<file path="config.mk">
export PLATFORM = sky130hd
export DESIGN_NAME = rx_frame_controller
export DESIGN_NICKNAME = d
export VERILOG_FILES = /design/src/rtl/rx_frame_pkg.sv /design/src/rtl/crc_a_byte.sv /design/src/rtl/rx_frame_controller.sv
export SDC_FILE = /design/constraint.sdc
export NUM_CORES = 1
export LEC_CHECK = 0
export CORE_ASPECT_RATIO = 0.6
export CORE_MARGIN = 8
export CORE_UTILIZATION = 25
export DETAILED_ROUTE_END_ITERATION = 8
export PLACE_DENSITY = 0.43
export SLEW_MARGIN = 20
export SYNTH_ARGS = -nofsm -noshare
export SYNTH_HDL_FRONTEND = slang
export SYNTH_SLANG_ARGS = --single-unit
</file>
<file path="constraint.sdc">
create_clock -name clk -period 5 [get_ports clk]
set_input_delay 0.5 -clock clk [delete_from_list [all_inputs] [get_ports clk]]
set_output_delay 0.5 -clock clk [all_outputs]
set_load 0.005 [all_outputs]
</file>
<file path="src/rtl/rx_frame_pkg.sv">
`default_nettype none
// ============================================================================
// Module      : rx_frame_pkg
// Description : Shared types and CRC_A constants for the ISO 14443A RX path.
// Revision    : 1.0 - initial release
// ============================================================================
package rx_frame_pkg;

    typedef enum logic [1:0] {
        IDLE      = 2'd0,
        RECEIVING = 2'd1,
        READY     = 2'd2
    } rx_state_e;

    localparam logic [15:0] CRC_A_INIT    = 16'h6363;
    localparam logic [15:0] CRC_A_POLY    = 16'h8408;
    localparam logic [15:0] CRC_A_RESIDUE = 16'h0000;

endpackage
`default_nettype wire

</file>
<file path="src/rtl/crc_a_byte.sv">
`default_nettype none
// ============================================================================
// Module      : crc_a_byte
// Description : Combinational CRC_A update for one byte, LSB first.
// Revision    : 1.0 - initial release
// ============================================================================
module crc_a_byte
    import rx_frame_pkg::*;
(
    input  logic [15:0] crc_i,
    input  logic [7:0]  data_i,
    output logic [15:0] crc_o
);

    logic [15:0] crc_work;

    always_comb begin
        crc_work = crc_i ^ {8'h00, data_i};
        for (int i = 0; i < 8; i++) begin
            crc_work = crc_work[0] ? ((crc_work >> 1) ^ CRC_A_POLY) : (crc_work >> 1);
        end
        crc_o = crc_work;
    end

endmodule
`default_nettype wire

</file>
<file path="src/rtl/rx_frame_controller.sv">
`default_nettype none
// ============================================================================
// Module      : rx_frame_controller
// Description : Buffers one decoded frame, checks CRC_A, holds it until ack.
// Revision    : 1.0 - initial release
// ============================================================================
module rx_frame_controller
    import rx_frame_pkg::*;
#(
    parameter int MAX_BYTES = 64,
    parameter int ADDR_W    = $clog2(MAX_BYTES),
    parameter int LEN_W     = $clog2(MAX_BYTES + 1)
) (
    input  logic              clk,
    input  logic              rst,
    input  logic              rx_soc,
    input  logic              rx_eoc,
    input  logic              rx_data_valid,
    input  logic [7:0]        rx_data,
    input  logic [2:0]        rx_data_bits,
    input  logic              rx_error,
    input  logic [ADDR_W-1:0] rd_addr,
    output logic [7:0]        rd_data,
    output logic              frame_ready,
    output logic [LEN_W-1:0]  frame_len,
    output logic [2:0]        frame_last_bits,
    output logic              frame_crc_ok,
    output logic              frame_error,
    input  logic              frame_ack,
    output logic              overrun
);

    localparam logic [LEN_W-1:0] C_MAX_LEN = LEN_W'(MAX_BYTES);
    localparam logic [LEN_W-1:0] C_MIN_CRC = LEN_W'(3);

    rx_state_e         state_q;
    logic [LEN_W-1:0]  count_q, count_d;
    logic [15:0]       crc_q, crc_d, crc_byte;
    logic              err_q, err_d;
    logic [2:0]        last_bits_q, last_bits_d;
    logic              ready_q, crc_ok_q, overrun_q;
    logic              store_byte;
    logic [7:0]        rd_data_q;
    logic [7:0]        buf_mem [MAX_BYTES];

    crc_a_byte u_crc (
        .crc_i  (crc_q),
        .data_i (rx_data),
        .crc_o  (crc_byte)
    );

    // Effect of the current cycle's byte/error on the frame being received.
    always_comb begin
        store_byte  = 1'b0;
        count_d     = count_q;
        crc_d       = crc_q;
        err_d       = err_q;
        last_bits_d = last_bits_q;
        if (state_q == RECEIVING && !rx_soc) begin
            if (rx_error) begin
                err_d = 1'b1;
            end
            if (rx_data_valid) begin
                if (!rx_eoc && rx_data_bits != 3'd0) begin
                    err_d = 1'b1;
                end else if (count_q >= C_MAX_LEN) begin
                    err_d = 1'b1;
                end else begin
                    store_byte = 1'b1;
                    count_d    = count_q + LEN_W'(1);
                    if (rx_data_bits == 3'd0) begin
                        crc_d = crc_byte;
                    end
                end
                if (rx_eoc) begin
                    last_bits_d = rx_data_bits;
                end
            end
        end
    end

    always_ff @(posedge clk or posedge rst) begin
        if (rst) begin
            state_q     <= IDLE;
            count_q     <= '0;
            crc_q       <= CRC_A_INIT;
            err_q       <= 1'b0;
            last_bits_q <= 3'd0;
            ready_q     <= 1'b0;
            crc_ok_q    <= 1'b0;
            overrun_q   <= 1'b0;
        end else begin
            overrun_q <= 1'b0;
            case (state_q)
                IDLE: begin
                    if (rx_soc) begin
                        state_q     <= RECEIVING;
                        count_q     <= '0;
                        crc_q       <= CRC_A_INIT;
                        err_q       <= 1'b0;
                        last_bits_q <= 3'd0;
                        crc_ok_q    <= 1'b0;
                    end
                end
                RECEIVING: begin
                    if (rx_soc) begin
                        count_q     <= '0;
                        crc_q       <= CRC_A_INIT;
                        err_q       <= 1'b0;
                        last_bits_q <= 3'd0;
                    end else begin
                        count_q     <= count_d;
                        crc_q       <= crc_d;
                        err_q       <= err_d;
                        last_bits_q <= last_bits_d;
                        if (rx_eoc) begin
                            state_q  <= READY;
                            ready_q  <= 1'b1;
                            crc_ok_q <= (crc_d == CRC_A_RESIDUE) && (count_d >= C_MIN_CRC)
                                        && (last_bits_d == 3'd0) && !err_d;
                        end
                    end
                end
                READY: begin
                    if (rx_soc) begin
                        overrun_q <= 1'b1;
                    end
                    if (frame_ack) begin
                        state_q  <= IDLE;
                        ready_q  <= 1'b0;
                        crc_ok_q <= 1'b0;
                    end
                end
                default: begin
                    state_q <= IDLE;
                    ready_q <= 1'b0;
                end
            endcase
        end
    end

    always_ff @(posedge clk) begin
        if (store_byte) begin
            buf_mem[count_q[ADDR_W-1:0]] <= rx_data;
        end
    end

    always_ff @(posedge clk or posedge rst) begin
        if (rst) begin
            rd_data_q <= 8'h00;
        end else begin
            rd_data_q <= buf_mem[rd_addr];
        end
    end

    assign rd_data         = rd_data_q;
    assign frame_ready     = ready_q;
    assign frame_len       = count_q;
    assign frame_last_bits = last_bits_q;
    assign frame_crc_ok    = crc_ok_q;
    assign frame_error     = err_q;
    assign overrun         = overrun_q;

endmodule
`default_nettype wire

</file>
* Word-level counts from Yosys, hierarchy flattened
Memory sizes are Yosys's and may differ from the RTL's. A register that Yosys moved wholly into a read port is not among the register bits.
Cells that the tools add are included.
** Word-level totals
- Flip-flop bits (word level) :: 32
- Bits in latches :: 0
- RAM bits :: 512
- Memory bits (read-only) :: 0
- Input bits :: 24
- Output and inout port bits :: 22
- Word-level logic and storage cells :: 104
- Memories :: 1
** Operators by class
- $add $sub $neg :: 1
- Multiply operators :: 0
- Divide/modulo/power cells :: 0
- $lt $le $gt $ge :: 2
- Equal/unequal tests :: 6
- Shifts and indexed selects :: 0
- Muxes and demuxes :: 57
- Bitwise gates (word level) :: 10
- Reductions and logical operators :: 19
** Memories
- buf_mem :: depth 64, width 8, rd ports 1, clocked after Yosys merged registers in 1, wr ports 1, RTL line rx_frame_controller.sv:44 : logic [7:0] buf_mem [MAX_BYTES];
** Operators with widths (count)
- 16-bit 2-to-1 mux :: 15
- 7-bit 2-to-1 mux :: 6
- 16-bit case mux with 2 select lines :: 1
- 2-bit inverter with 3-bit output :: 8
- 1-bit 2-to-1 mux :: 20
- 16-bit logical NOT :: 1
- 16-bit by 8-bit XOR with 16-bit output :: 1
- 3-bit 2-to-1 mux :: 5
- 7-bit case mux with 2 select lines :: 1
- 2-bit 2-to-1 mux :: 4
- 2-bit != test (second input constant) :: 4
- 4-bit AND reduction :: 2
- 7-bit by 1-bit adder with 7-bit output (second input constant) :: 1
- 7-bit by 2-bit >= comparator with 1-bit output (second input constant) :: 1
- 7-bit >= comparator (second input constant) :: 1
- 3-bit logical NOT :: 2
- 1-bit case mux with 3 select lines :: 2
- 2-bit case mux with 3 select lines :: 1
- 3-bit case mux with 2 select lines :: 1
- 3-bit nonzero test :: 2
- 1-bit logical AND :: 5
- 5-bit AND reduction :: 1
- 1-bit logical NOT :: 3
- 2-bit by 1-bit equality test with 1-bit output (second input constant) :: 1
- other kinds (6) :: 6

* Logic depth before layout (Yosys ltp)
- Depth in word-level cells :: 29
- Mapped depth :: 8

* By module
Synthesis repeated with hierarchy kept, for this count alone.
** Second synthesis, totals
- Cells, all modules :: 1124
- Area total of the unflattened synthesis :: 22127.5 um^2
** Modules (own cells, without submodules)
- rx_frame_controller :: instances 1, cells an instance 1099, area an instance 21739.6 um^2, seq. area each 16385.7 um^2
- crc_a_byte :: instances 1, cells an instance 25, area an instance 387.9 um^2, seq. area each 0.0 um^2

* Worst setup path before layout
OpenSTA, ideal clock, no wires.
- Path type :: input to register
- From :: input rd_addr[0]
- To :: register rd_data_q[0], in the netlist rd_data[0], read port of buf_mem
- Arrival :: 2.534 ns
- Setup slack :: 2.342 ns
- Cell stages on the path :: 7
- Path through :: buf_2 > buf_2 > buf_2 > mux4_2 > mux4_2 > a22oi_1 > nand2_1
** RTL lines
- start, declared :: RTL line rx_frame_controller.sv:22 : input logic [ADDR_W-1:0] rd_addr,
- end, declared :: RTL line rx_frame_controller.sv:43 : logic [7:0] rd_data_q;

* Worst setup path after layout
- From :: register count_q[6], in the netlist frame_len[6]
- To :: memory buf_mem[27][7], enable pin
** On the way
- Word-level cells in the longest chain between the ends :: 7
** RTL lines
- start, declared :: RTL line rx_frame_controller.sv:37 : logic [LEN_W-1:0] count_q, count_d;
- start signal, assigned :: RTL line rx_frame_controller.sv:112 : count_q <= count_d;
- 7-bit >= comparator :: RTL line rx_frame_controller.sv:66 : end else if (count_q >= C_MAX_LEN) begin
- 1-bit 2-to-1 mux :: RTL line rx_frame_controller.sv:66
- 1-bit 2-to-1 mux :: RTL line rx_frame_controller.sv:64 : if (!rx_eoc && rx_data_bits != 3'd0) begin
- 1-bit 2-to-1 mux :: RTL line rx_frame_controller.sv:63 : if (rx_data_valid) begin
- 1-bit 2-to-1 mux :: RTL line rx_frame_controller.sv:59 : if (state_q == RECEIVING && !rx_soc) begin
- 1-bit 2-to-1 mux :: RTL line rx_frame_controller.sv:143 : if (store_byte) begin
- 1-bit 2-to-1 mux (not written as such) :: RTL line rx_frame_controller.sv:144 : buf_mem[count_q[ADDR_W-1:0]] <= rx_data;
- end, declared :: RTL line rx_frame_controller.sv:44
No other way between the ends.

==> results.md <==
- CP Max Fanout: 8
- Hold_buf cts: 0
- Crit path max-delay family: simple AND/OR/NAND/NOR gates
- Detail Route Antenna Nets: 0
- Placed cell count: 2232
- DRC: 0
- Post-Synthesis Cell Area: 21800 µm²
- Layout net count: 1152
- Resize count post-CTS: 0
- Reg clk slew, reported paths: 0.07 ns
- Tcrit/Tclk final: 70.5%
- Most frequent cells in the layout: edfxtp_1 (512), mux4_2 (160), nor2_1 (86)
- Max-Cap Viols: 0
- Buf/Inv on CP: 0
- Power Total: 0.00966 W
- Commonest non-fill, non-tap cell in the layout: edfxtp_1
- Largest cells by area after synthesis: edfxtp_1 (70%), mux4_2 (16%), dfrtp_1 (3.7%)
- Initial DRC count: 1352
- CP endpoint: buf_mem[27][7]
- Max_slew headroom: 38.4%
- H-tree Lvls: 2
- CTS Sinks: 552
- Final worst slack: 1.47 ns
- R2R depth: 6
- LEAKAGE: 7.79 nW
- VDD IR-drop max: 0.223 mV
- Final TNS setup: 0 ns
- Layout area overhead: 16.4%
- CTS tree: yes
- Routed length per placed instance: 27.0 µm
- Worst reg2reg startpoint: frame_len[6]
- WP depth: 6
- PD cells: 380 nW/µm²
- Number of synthesized flops with an enable pin: 512
- Vias in the first global route: 10800
- Sequential standard cell area: 16400 µm²
- Yosys cell types: 52
- Crit path DAT: 3.74 ns
- Ys flop type: edfxtp_1
- Cells after synthesis: 1047
- Worst reg2reg endpoint: buf_mem[27][7]
- TritonRoute pass-1 iters: 5
- Multi-input gate area: 5210 µm²
- Die H: 245 µm
- Starting density of the core: 25.1%
- Ys async rst share: 7.25%
- Root Buffer: clkbuf_16
- Register share of total power: 52.6%
- Crit path time final: 3.53 ns
- CTS Buf Count: 52
- Antenna violations before repair: 6
- Post-synthesis sequential area ratio: 75.0%
- # fillers: 8502
- Die width: 398 µm
- Row count: 84
- Max Clk Rate: 0.284 GHz
- Worst setup EP type: register
- Vias per cell: 4.71
- Drt total wl: 62800 µm
- DP HPWL: 41500 µm
- Io pins: 46
- Slew @ Worst Pin: 0.923 ns
- Post-synth net total: 1073
- Hold Vio Cnt, Final: 0
- Max Buffers Root-to-Sink: 3
- Synth warn: 0
- DIE AREA: 97400 µm²
- Critical Path Start: frame_len[6]
- Kind of critical path: register to register
- Proportion of layout cells with a drive suffix above 1: 25.4%
- Core Footprint: 87000 µm²
- Worst-skew pair later-pin latency: 0.60 ns
- Critical path's slowest cell: nor2_1
- Net Sw Frac: 22.1%
- PortBufs: 45
- Clk pwr share: 41.3%
- Syn avg cell area: 20.9 µm²
- R2R Setup Slk: 1.47 ns
- Outcome: finished clean
- P_int: 0.00753 W
- Post-CTS Setup Bufs: 0
- Crit start category: register
- Combinational share of power: 6.1%
- Pins Over Slew Limit: 0
- Top cell type by total area after synthesis: edfxtp_1
- Endpoints failing setup: 0
- Largest net degree at the start of global routing: 73
- Total GRT Usage: 12.7%
- DP Worst Slack: 0.971 ns
- Top cell type's share of synthesized area: 70.4%
- Synthesized flop and latch total: 552
- Grt ovf: 0
- Final setup skew: 0.0209 ns
- Crit path largest cell delay: 0.84 ns
- Vias: 11000
- CP Data Required Time: 5.21 ns
- Psw: 0.00214 W
- Finished Layout Cells: 2329
- CP cell instances: or4_1 -> nand2_1 -> nand2_1 -> nor2_1 -> nand3_1 -> nor2_1
- Hold Path Class: primary input to register
- RePlAce Congestion: 0.789
- Global-route wire length before repair: 88700 µm
- RSZ-0062 raised after global routing: no
[Yosys cell counts, drive strengths merged (7+ instances only)]
cell type	instances
buf	22
a22o	9
mux4	160
nand2	24
nor2b	7
dfrtp	32
o21ai	19
xor2	8
nor2	86
dfstp	8
clkbuf	32
a21oi	13
edfxtp	512
xnor2	18
nand3	12
[power by group through the flow]
stage | Clock, W | Sequential (W) | Combinational (W)
floorplan | 0 | 0.00518 | 0.000302
global placement | 0 | 0.00519 | 0.000602
detailed placement | 0 | 0.00519 | 0.000600
CTS | 0.00407 | 0.00509 | 0.000601
global route | 0.00425 | 0.00509 | 0.000631
finish | 0.00399 | 0.00509 | 0.000589
[how the worst min path moves through the flow]
stage                      startpoint             end  cells after the start
after floorplan           frame_ready     frame_ready                      2
after global placement    frame_ready     frame_ready                      2
after detailed placement  frame_ready     frame_ready                      2
after CTS                  rx_data[3]  buf_mem[47][3]                      1
after global routing       rx_data[3]  buf_mem[47][3]                      1
final                      rx_data[2]  buf_mem[23][2]                      1
[registers in the layout, summed over array words and instances (netlist names)]
name / count
overrun: 1
frame_len: 7
frame_ready: 1
buf_mem: 512
crc_q: 16
frame_last_bits: 3
frame_error: 1
frame_crc_ok: 1
state_q: 2
rd_data: 8
[per-layer routing]
| layer | wire length [µm] | up-vias | track usage (%) |
|---|---|---|---|
| met5 | 0 | - | 0 |
| met4 | 653 | 0 | 1.76 |
| met3 | 4950 | 64 | 3.36 |
| met2 | 23000 | 413 | 15.3 |
| met1 | 34200 | 6013 | 22.0 |
| li1 | - | 4491 | - |
[cell families (layout without fill, tap and decap cells)]
group                      count (synthesis)  in the layout  synth area share (%)
adders and majority gates                  2              2                 0.115
xor gates and xnor gates                  27             27                  1.15
DFF                                      552            552                  75.0
buffers and inverters                     60            180                  1.15
other                                      0              1                     0
and+or+nand+nor                          166            166                  3.51
AOI/OAI and AO/OA                         74             74                  2.29
muxes                                    166            166                  16.8
[layout make-up]
class                           instances  share of cell area (%)
Sequential cell                       552                    64.4
Tap cell                             1161                    5.71
Clock inverter                         31                    1.02
Inverter                                6                  0.0886
Antenna cell                            1                 0.00984
Timing Repair Buffer                   79                    2.67
Multi-Input combinational cell        435                    20.5
Clock buffer                           64                    5.60
[metrics by stage]
| step | hold slack (ns) | utilization, % | instance area, µm² |
|---|---|---|---|
| floorplan | 0.468 | - | 21800 |
| global placement | 0.471 | 27.3 | 23700 |
| detailed placement | 0.472 | 27.3 | 23700 |
| CTS | 0.255 | 29.2 | 25400 |
| global route | 0.241 | 29.2 | 25400 |
| finish | 0.258 | 29.2 | 25400 |
[worst register-to-register path, cell delays in order, from the launching register on]
cell	delay, ns
dfrtp_1	0.45
or4_1	0.69
nand2_1	0.19
nand2_1	0.11
nor2_1	0.26
nand3_1	0.63
nor2_1	0.84
(Power assumes the default switching activity.)
